`src/rtl/mips_pkg.sv`:
```
// Shared encodings for the EX-stage multiply/divide sequencer.
package mips_pkg;

    localparam int WIDTH = 32;
    localparam int CNT_W = $clog2(WIDTH);

    typedef enum logic [1:0] {
        OP_MULT  = 2'b00,
        OP_MULTU = 2'b01,
        OP_DIV   = 2'b10,
        OP_DIVU  = 2'b11
    } muldivOp_e;

    typedef enum logic [2:0] {
        ST_IDLE,
        ST_PREP,
        ST_CALC,
        ST_FIX,
        ST_DONE
    } muldivState_e;

    function automatic logic [WIDTH-1:0] absVal(input logic [WIDTH-1:0] v, input logic signedOp);
        return (signedOp && v[WIDTH-1]) ? -v : v;
    endfunction

endpackage

```
`src/rtl/muldiv_seq.sv`:
```
// Iterative MULT/MULTU/DIV/DIVU sequencer owning HI/LO; stalls EX until commit.
//   state | meaning
//   IDLE  | waiting for start
//   PREP  | take magnitudes, record signs, catch divide-by-zero
//   CALC  | one shift-add / restoring-divide step per cycle
//   FIX   | apply result signs, stage HI/LO write
//   DONE  | done pulse, HI/LO visible
module muldiv_seq
    import mips_pkg::*;
(
    input  logic             clk,
    input  logic             reset,
    input  logic             start,
    input  logic [1:0]       op,
    input  logic [WIDTH-1:0] dataRs,
    input  logic [WIDTH-1:0] dataRt,
    input  logic             abort,
    output logic [WIDTH-1:0] outHi,
    output logic [WIDTH-1:0] outLo,
    output logic             busy,
    output logic             done,
    output logic             stallEx,
    output logic             divByZero
);

    muldivState_e       state, stateNext;
    muldivOp_e          opReg;
    logic [WIDTH-1:0]   rsReg, rtReg;
    logic [2*WIDTH-1:0] acc;
    logic [CNT_W-1:0]   cnt;
    logic               signRes, signRem;

    logic               isDiv, isSigned, rtZero;
    logic [WIDTH:0]     mulSum, divShift, divDiff;
    logic [2*WIDTH-1:0] mulStep, divStep, prodFix;
    logic [WIDTH-1:0]   fixHi, fixLo;

    assign isDiv    = (opReg == OP_DIV) || (opReg == OP_DIVU);
    assign isSigned = (opReg == OP_MULT) || (opReg == OP_DIV);
    assign rtZero   = (rtReg == '0);

    // acc holds {partial product, remaining multiplier} or {remainder, dividend/quotient}
    assign mulSum   = {1'b0, acc[2*WIDTH-1:WIDTH]} + (acc[0] ? {1'b0, rsReg} : '0);
    assign mulStep  = {mulSum, acc[WIDTH-1:1]};
    assign divShift = {acc[2*WIDTH-1:WIDTH], acc[WIDTH-1]};
    assign divDiff  = divShift - {1'b0, rtReg};
    assign divStep  = divDiff[WIDTH] ? {divShift[WIDTH-1:0], acc[WIDTH-2:0], 1'b0}
                                     : {divDiff[WIDTH-1:0],  acc[WIDTH-2:0], 1'b1};

    // signRes/signRem are only ever set for signed ops, so unsigned passes through
    assign prodFix = signRes ? -acc : acc;

    always_comb begin
        fixHi = prodFix[2*WIDTH-1:WIDTH];
        fixLo = prodFix[WIDTH-1:0];
        if (isDiv) begin
            fixLo = signRes ? -acc[WIDTH-1:0] : acc[WIDTH-1:0];
            fixHi = signRem ? -acc[2*WIDTH-1:WIDTH] : acc[2*WIDTH-1:WIDTH];
        end
    end

    always_comb begin
        stateNext = state;
        case (state)
            ST_IDLE: if (start && !abort) stateNext = ST_PREP;
            ST_PREP: begin
                if (abort)               stateNext = ST_IDLE;
                else if (isDiv && rtZero) stateNext = ST_DONE;
                else                     stateNext = ST_CALC;
            end
            ST_CALC: begin
                if (abort)          stateNext = ST_IDLE;
                else if (cnt == '0) stateNext = ST_FIX;
            end
            ST_FIX:  stateNext = abort ? ST_IDLE : ST_DONE;
            ST_DONE: stateNext = ST_IDLE;
            default: stateNext = ST_IDLE;
        endcase
    end

    always_ff @(posedge clk or posedge reset) begin
        if (reset) state <= ST_IDLE;
        else       state <= stateNext;
    end

    always_ff @(posedge clk or posedge reset) begin
        if (reset) begin
            opReg     <= OP_MULT;
            rsReg     <= '0;
            rtReg     <= '0;
            acc       <= '0;
            cnt       <= '0;
            signRes   <= 1'b0;
            signRem   <= 1'b0;
            outHi     <= '0;
            outLo     <= '0;
            divByZero <= 1'b0;
        end else begin
            case (state)
                ST_IDLE: begin
                    if (start && !abort) begin
                        opReg     <= muldivOp_e'(op);
                        rsReg     <= dataRs;
                        rtReg     <= dataRt;
                        divByZero <= 1'b0;
                    end
                end
                ST_PREP: begin
                    rsReg   <= absVal(rsReg, isSigned);
                    rtReg   <= absVal(rtReg, isSigned);
                    acc     <= {{WIDTH{1'b0}}, isDiv ? absVal(rsReg, isSigned) : absVal(rtReg, isSigned)};
                    signRes <= isSigned && (rsReg[WIDTH-1] ^ rtReg[WIDTH-1]);
                    signRem <= isSigned && rsReg[WIDTH-1];
                    cnt     <= CNT_W'(WIDTH - 1);
                    if (!abort && isDiv && rtZero) divByZero <= 1'b1;
                end
                ST_CALC: begin
                    cnt <= cnt - CNT_W'(1);
                    acc <= isDiv ? divStep : mulStep;
                end
                ST_FIX: begin
                    if (!abort) begin
                        outHi <= fixHi;
                        outLo <= fixLo;
                    end
                end
                default: ;
            endcase
        end
    end

    assign busy    = (state == ST_PREP) || (state == ST_CALC) || (state == ST_FIX);
    assign done    = (state == ST_DONE);
    assign stallEx = (start && state == ST_IDLE) || busy;

endmodule

```
`config.mk`:
```
export PLATFORM = sky130hd
export DESIGN_NAME = muldiv_seq
export DESIGN_NICKNAME = d
export VERILOG_FILES = /design/src/rtl/mips_pkg.sv /design/src/rtl/muldiv_seq.sv
export SDC_FILE = /design/constraint.sdc
export NUM_CORES = 1
export LEC_CHECK = 0
export CAP_MARGIN = 40
export CELL_PAD_IN_SITES_DETAIL_PLACEMENT = 1
export CELL_PAD_IN_SITES_GLOBAL_PLACEMENT = 1
export CORE_MARGIN = 1
export CORE_UTILIZATION = 40
export CTS_CLUSTER_SIZE = 40
export DETAILED_ROUTE_END_ITERATION = 10
export PLACE_DENSITY_LB_ADDON = 0.1
export SETUP_SLACK_MARGIN = 0.02
export SLEW_MARGIN = 20
export SYNTH_ARGS = -nofsm -noshare
export SYNTH_HDL_FRONTEND = slang
export SYNTH_SLANG_ARGS = --single-unit
```
`constraint.sdc`:
```
create_clock -name clk -period 7 [get_ports clk]
set_input_delay 1.4 -clock clk [delete_from_list [all_inputs] [get_ports clk]]
set_output_delay 1.4 -clock clk [all_outputs]
set_load 0.05 [all_outputs]
```
== Word-level counts from Yosys, hierarchy flattened ==
Index checks and enable logic that the tools add are counted.

* Bits of input ports: 70
* Word-level logic and storage cells: 82
* Register bits: 205

* Mux-type cells: 27
* Bitwise operators: 2
* Add/sub/neg operators: 8
* Equality and inequality tests: 9
* Reductions and logical operators: 25

{| class="wikitable"
|+ Operator list
! kind !! count
|-
| 32-bit two-way mux || 10
|-
| 64-bit two-way mux || 3
|-
| 32-bit negation || 4
|-
| 32-bit one-hot mux with 2 select lines || 2
|-
| 64-bit one-hot mux with 2 select lines || 1
|-
| 64-bit negation || 1
|-
| 32-bit by 32-bit adder with 33-bit output || 1
|-
| 33-bit by 32-bit subtractor with 33-bit output || 1
|-
| 32-bit logical NOT || 1
|-
| 3-bit two-way mux || 6
|-
| 3-bit one-hot mux with 4 select lines || 1
|-
| 5-bit one-hot mux with 2 select lines || 1
|-
| 1-bit logical AND || 8
|-
| 2-bit AND reduction || 4
|-
| 3-bit by 2-bit == test with 1-bit output (second input constant) || 2
|-
| 5-bit logical NOT || 1
|-
| 1-bit logical OR || 5
|-
| 5-bit by 1-bit subtractor with 5-bit output (second input constant) || 1
|-
| 2-bit == test (second input constant) || 2
|-
| 2-bit inequality test (second input constant) || 2
|-
| 2-bit nonzero test || 2
|-
| 3-bit by 1-bit == test with 1-bit output (second input constant) || 1
|-
| 3-bit == test (second input constant) || 1
|-
| 3-bit logical NOT || 1
|-
| 8 further kinds || 9
|}

== Depth between registers and ports, before layout ==
Gate-level depths: netlist of run 1.

* Depth after elaboration: 6
* Gate-level depth with buffers: 15
* Mapped depth without buffers: 14

== Least setup slack after synthesis of run 1 ==
OpenSTA, ideal clock, no wires.

* Path type: register to register
* Start point: reg acc[31]
* End point: reg acc[33]
* Clock period less this slack: 3.558 ns
* Buffers on the path: 2
* Path slack: 3.442 ns
* Cell stages (with the launch flop): 15
* Required time: 6.874 ns
* Arrival: 3.432 ns
* Cells stage by stage: dfrtp_1 inv_1 ha_1 fa_1 nand2b_1 a21oi_1 o21bai_1 a21oi_1 o2111ai_1 a2111oi_1 or2_2 clkbuf_1 buf_2 a211oi_1 a221o_1

* Cells in the longest elaborated chain, start to end: 4

{| class="wikitable"
|+ Ends and longest elaborated chain
! what !! RTL line !! text
|-
| from (decl) || muldiv_seq.sv:29 || <nowiki>logic [2*WIDTH-1:0] acc;</nowiki>
|-
| from (signal assigned) || muldiv_seq.sv:111 || <nowiki>acc <= {{WIDTH{1'b0}}, isDiv ? absVal(rsReg, isSigned) : absVal(rtReg, isSigned)};</nowiki>
|-
| from (signal assigned) || muldiv_seq.sv:119 || <nowiki>acc <= isDiv ? divStep : mulStep;</nowiki>
|-
| 33-bit by 32-bit subtractor with 33-bit output || muldiv_seq.sv:46 || <nowiki>assign divDiff = divShift - {1'b0, rtReg};</nowiki>
|-
| 64-bit two-way mux || muldiv_seq.sv:47 || <nowiki>assign divStep = divDiff[WIDTH] ? {divShift[WIDTH-1:0], acc[WIDTH-2:0], 1'b0}</nowiki>
|-
| 64-bit two-way mux || muldiv_seq.sv:119 ||
|-
| 64-bit one-hot mux with 2 select lines || muldiv_seq.sv:99 || <nowiki>case (state)</nowiki>
|}

Every way passes these cells.
A chain may end at the register's enable or synchronous reset.

== Final worst setup path of run 1 ==
* Start point: reg acc[31]
* End point: reg acc[38]

The elaborated chain is that of the path after synthesis.

==> results.py, run 1 <==
metrics = {
    "clock_network": {
        "cts_resized": 0,
        "root_buffer": "clkbuf_16",
        "cts_buffer_depth": 3,
        "cts_setup_buffers": 0,
        "clock_sinks": 205,
        "cts.htree.levels": 1,
        "clock_latency_ns": 0.58,
        "clk_pin_slew_ns": 0.07,
        "tritoncts": "yes",
        "holdBufCountCts": 0,
        "cts_buffers": 26,
    },
    "synth": {
        "synth-seq-cells": 205,
        "yosysWarnings": 0,
        "ys.flop_type": "dfrtp_1",
        "syn_area_um2": 15900,
        "ys_seq_area_share_pct": 32.3,
        "synth_area_per_cell_um2": 8.13,
        "synthCells": 1952,
        "synth-edff-count": 0,
        "syn-num-nets": 2094,
        "ys_async_sr_fraction_pct": 100,
        "netlist-cell-type-count": 76,
    },
    "grt": {
        "grt_pass1_wl_mm": 96.3,
        "antenna_found_initial": 0,
        "grt_max_degree": 113,
        "grt_pass1_vias": 15900,
        "overflow": 0,
        "grtUsageTotal_pct": 30.7,
    },
    "worst_setup_path": {
        "cp_slowest_stage_delay_ns": 0.47,
        "reg2regPathDepth": 14,
        "critPathMaxFanout": 18,
        "cpMostUsedCell": "a21oi_1",
        "slowest_stage": "or2_2",
        "end_kind": "flop",
        "crit_arrival_ns": 4.84,
        "crit_type": "reg2reg",
        "required_ns": 7.41,
        "cp_cell_sequence": "inv_1 > ha_1 > fa_1 > nand2b_1 > a21oi_1 > o21bai_1 > a21oi_1 > o2111ai_1 > a2111oi_2 > buf_4 > or2_2 > buf_16 > mux2i_1 > o221ai_1",
        "critPathLaunchType": "flop",
    },
    "sta": {
        "hold_ws_ns": 0.473,
        "hold_viol": 0,
        "drv_slew": 0,
        "setup_viol": 0,
        "skew_ns": 0.0242,
        "period_share_pct": 63.2,
        "worst_pin_slew_ns": 0.916,
        "period_minus_slack_ns": 4.42,
        "max_slew_margin_pct": 38.7,
        "setup_tns_ns": 0,
        "max_freq_mhz": 226,
        "rsz0062_at_grt": "no",
    },
    "route": {
        "drtAntennaViolNets": 0,
        "drtPass1Iterations": 8,
        "drt_wl_total_mm": 62.5,
        "viasPerCell": 6.16,
        "route.detailed.drc": 0,
        "post_drt_wl_per_cell_um": 24.4,
        "vias": 15800,
        "drt_iter0_drc": 1211,
    },
    "cells_and_area": {
        "mostFrequentLayoutCells": "nand2_1, o21ai_0, dfrtp_1",
        "utilization_pct": 48.1,
        "layout-drive-gt1-share_pct": 5.39,
        "syn_to_final_growth_pct": 17.9,
        "final_net_count": 2165,
        "antenna_cells": 0,
        "instances_no_fill": 2559,
        "layout_commonest_cell": "nand2_1",
    },
    "power": {
        "p_leak_nw": 7.97,
        "ir_drop_uv": 268,
        "powerDensity_nw_per_um2": 512,
    },
    "run": {
        "cap_viol_max_count": 0,
    },
    "die": {
        "coreArea_um2": 38900,
        "die_w_um": 201,
        "rows": 72,
        "initial_utilization_pct": 40.8,
        "dieArea_um2": 40500,
        "ios": 138,
        "dieHeight_um": 201,
    },
    "run_status": {
        "outcome": "completed",
    },
    "placement": {
        "hpwl_mm": 46.8,
        "port_buffers": 137,
        "place_inst": 2512,
        "gp_congestion": 0.940,
    },
    "hold_path": {
        "hold_depth": 2,
        "hp-class": "reg2reg",
    },
}
path summary, 6_finish.rpt:
check                           slack [ns]      start        end
max in group asynchronous             4.49      reset  outHi[19]
worst min-delay path                  0.47  outLo[19]  outLo[19]
worst min register to register        0.47  outLo[19]  outLo[19]
min in group asynchronous             1.06      reset  outLo[11]
worst max-delay path                  2.58    acc[31]    acc[38]
worst max register to register        2.58    acc[31]    acc[38]
stage by stage:
| step | total power, mW | worst slack (ns) | area (um2) |
|---|---|---|---|
| 5_1_grt | 10.2 | 2.33 | 18700 |
| 4_1_cts | 9.54 | 2.58 | 18700 |
| 3_5_place_dp | 8.06 | 2.65 | 17800 |
| 3_3_place_gp | 7.86 | 2.68 | 17600 |
| 2_1_floorplan | 6.16 | 2.94 | 15900 |
| 6_report | 9.57 | 2.58 | 18700 |
cell usage after synthesis, types with 8 or more instances:
cell type | n | area share, %
nand2_1 | 243 | 5.7
o21ai_0 | 218 | 6.9
dfrtp_1 | 205 | 32
nor2_1 | 123 | 2.9
a21oi_1 | 118 | 3.7
clkbuf_1 | 110 | 2.6
xnor2_1 | 99 | 5.5
inv_1 | 75 | 1.8
ha_1 | 70 | 5.5
xor2_1 | 59 | 3.3
mux2i_1 | 55 | 3.5
nor3_1 | 52 | 1.6
a22oi_1 | 36 | 1.7
nor4_1 | 34 | 1.3
o221ai_1 | 34 | 1.9
and2_1 | 31 | 1.2
a31oi_1 | 30 | 1.2
nand3_1 | 30 | 0.95
a21o_1 | 29 | 1.4
a221o_1 | 25 | 1.6
nand2b_1 | 19 | 0.75
or3_1 | 19 | 0.75
o31ai_1 | 18 | 0.85
o211ai_1 | 16 | 0.76
a211oi_1 | 15 | 0.71
and3_1 | 12 | 0.47
nor2b_1 | 12 | 0.47
o21a_1 | 11 | 0.52
o41ai_1 | 10 | 0.55
a222oi_1 | 9 | 0.57
nor3b_1 | 9 | 0.43
o22ai_1 | 8 | 0.32
or4_1 | 8 | 0.38
critical path: cells and delay by family (launching register included):
family | cells | cell delay (ns)
AOI/OAI and AO/OA | 6 | 1.58
buffers and inverters | 3 | 0.67
DFF | 1 | 0.42
and+or+nand+nor | 2 | 0.69
adders and majority gates | 2 | 0.66
muxes | 1 | 0.23
layer usage:
metal / part of all wire, % / up-vias / global-route usage [%] / routed length, um
li1: - / 7270 / - / -
met1: 44 / 7929 / 41.7 / 27400
met2: 47 / 454 / 50.0 / 29100
met3: 5.3 / 123 / 2.95 / 3290
met4: 4.3 / 0 / 12.6 / 2670
met5: 0 / - / 0 / 0
sequential cells by signal, summed over array words and instances, names as in the netlist:
| signal | cells |
|---|---|
| opReg | 2 |
| outHi | 32 |
| outLo | 32 |
| signRem | 1 |
| rsReg | 32 |
| acc | 64 |
| signRes | 1 |
| cnt | 5 |
| divByZero | 1 |
| state | 3 |
| rtReg | 32 |
power breakdown:
group | internal (mW) | switching, mW | leakage [nW]
Combinational | 2.18 | 3.51 | 4.88
Sequential | 1.62 | 0.818 | 2.64
Clock | 0.850 | 0.589 | 0.449
area by class of cell:
class | instances | area, um2
clock buffer | 35 | 774
inverter | 75 | 285
clock inverter | 11 | 139
timing repair buffer | 167 | 1710
multi-input combinational | 1548 | 10000
fill | 4670 | 20200
sequential | 205 | 5130
tap | 518 | 648
logic make-up after synthesis:
family / share of synthesized area [%]
compound gates: 25.9
flops: 32.3
buf+inv: 4.89
xor+xnor: 8.72
fa+ha+maj: 5.77
mux: 3.47
simple gates: 18.9
Power figures use the tool's default switching activity.
==> run 2: changes to the inputs <==
- clock period: 7 -> 3.86 ns (I/O delays scaled with it)
==> results.py, run 2 (same netlist as run 1, synthesis figures left out) <==
metrics = {
    "run_status": {
        "outcome": "completed",
    },
    "sta": {
        "rsz0062_at_grt": "no",
        "max_freq_mhz": 270,
        "skew_ns": 0.0249,
        "worst_pin_slew_ns": 0.825,
        "setup_tns_ns": 0,
        "hold_viol": 0,
        "period_share_pct": 95.9,
        "setup_viol": 0,
        "max_slew_margin_pct": 44.8,
        "drv_slew": 0,
        "period_minus_slack_ns": 3.70,
    },
    "route": {
        "drtAntennaViolNets": 0,
        "viasPerCell": 6.15,
        "drt_iter0_drc": 1180,
        "post_drt_wl_per_cell_um": 24.8,
        "drt_wl_total_mm": 65.1,
        "route.detailed.drc": 0,
        "drtPass1Iterations": 7,
        "vias": 16100,
    },
    "cells_and_area": {
        "layout_commonest_cell": "nand2_1",
        "syn_to_final_growth_pct": 20.6,
        "instances_no_fill": 2619,
        "largest_reg_flops": 64,
        "mostFrequentLayoutCells": "nand2_1, o21ai_0, dfrtp_1",
        "final_net_count": 2220,
        "utilization_pct": 49.2,
        "layout-drive-gt1-share_pct": 7.86,
        "top_register": "acc",
    },
    "placement": {
        "gp_congestion": 0.932,
        "port_buffers": 137,
        "place_inst": 2567,
        "hpwl_mm": 49.6,
    },
    "grt": {
        "grt_max_degree": 116,
        "grtUsageTotal_pct": 31.9,
        "grt_pass1_wl_mm": 100,
        "overflow": 0,
        "grt_pass1_vias": 16700,
        "antenna_found_initial": 2,
    },
    "clock_network": {
        "clock_sinks": 205,
        "cts_setup_buffers": 0,
        "cts_buffer_depth": 3,
        "clock_latency_ns": 0.57,
        "cts_buffers": 27,
        "tritoncts": "yes",
        "cts.htree.levels": 1,
        "clk_pin_slew_ns": 0.07,
        "root_buffer": "clkbuf_16",
    },
    "worst_setup_path": {
        "critPathLaunchType": "flop",
        "crit_arrival_ns": 4.13,
        "crit_path_start": "rtReg[5]",
        "end_kind": "flop",
        "critPathMaxFanout": 19,
        "r2r_start": "rtReg[5]",
        "crit_type": "reg2reg",
        "required_ns": 4.29,
    },
    "die": {
        "coreArea_um2": 38900,
        "ios": 138,
        "dieArea_um2": 40500,
        "die_w_um": 201,
        "initial_utilization_pct": 40.8,
        "rows": 72,
        "dieHeight_um": 201,
    },
    "power": {
        "p_leak_nw": 8.23,
        "powerDensity_nw_per_um2": 937,
        "ir_drop_uv": 380,
    },
    "hold_path": {
        "hold_start": "outLo[19]",
        "hp-class": "reg2reg",
    },
    "run": {
        "cap_viol_max_count": 0,
    },
}
==> run 2: changes by cell type in the layout (fill, tap and decap cells not counted), sizes merged <==
cell / before / now
buf: 29 / 84
bufinv: 2 / 4
clkbuf: 36 / 41
clkinv: 7 / 3
clkinvlp: 3 / 2
diode: 0 / 2
inv: 74 / 75
==> run 2: final timing paths <==
check | endpoint | slack (ns) | depth (start not counted)
max in group asynchronous | acc[58] | 2.15 | 4
worst min-delay path | outLo[19] | 0.47 | 2
worst min register to register | outLo[19] | 0.47 | 2
worst max-delay path | acc[52] | 0.16 | 13
min in group asynchronous | outLo[23] | 0.64 | 2
worst max register to register | acc[52] | 0.16 | 13
==> run 2: critical path: stages (launching register included) <==
cell and delay (ns):
dfrtp_1 0.42, inv_1 0.22, ha_1 0.34, a21o_1 0.24, a211o_1 0.29, o21bai_1 0.29
a21oi_2 0.15, o2111ai_2 0.26, a2111oi_2 0.10, buf_4 0.19, or2_2 0.35, buf_12 0.18
a31o_2 0.21, a221o_1 0.31
==> run 2: repair_timing <==
item | in CTS | in global routing
hold buffers | 0 | 0
endpoints found under the setup margin | 0 | 27
hold endpoints to repair | 0 | 0
resized for setup | 0 | 8
==> run 2: routing by layer <==
metal | GRT usage (%) | wire, um | vias to the layer above
met2 | 53.2 | 30800 | 457
met3 | 2.95 | 2570 | 124
met1 | 42.4 | 28900 | 8138
li1 | - | - | 7392
met4 | 13.3 | 2880 | 2
met5 | 0 | 13 | -
==> run 2: report_power, final <==
part	leakage, nW	total, mW	switching [mW]	internal (mW)
Sequential	2.64	3.99	1.04	2.96
Combinational	5.14	11.2	7.02	4.20
Clock	0.458	2.71	1.04	1.67
Total	8.23	17.9	9.10	8.82
==> run 2: cell type report <==
cell class              instances  area [um2]
fillers                      4670       19800
well taps                     518         648
multi-input cells            1548       10000
repair buffers                221        2080
flip-flops and latches        205        5130
diodes                          2        5.00
inverters                      75         285
clock inverters                 9         151
clock buffers                  41         788
==> run 2: through the flow <==
stage / power (mW) / cell area, um2 / worst slack (ns) / hold WS (ns)
after floorplan: 11.2 / 15900 / 0.302 / 0.457
after global placement: 14.8 / 18200 / 0.211 / 0.458
final: 17.9 / 19100 / 0.160 / 0.466
after CTS: 17.8 / 19100 / 0.0890 / 0.471
after detailed placement: 15.1 / 18200 / 0.157 / 0.457
after global routing: 19.0 / 19100 / 0.0216 / 0.511
==> run 3: changes to the inputs <==
- CAP_MARGIN: 40 -> 20
==> results of run 3 <==
The final DEF is identical to that of run 2; final timing and power are the same.
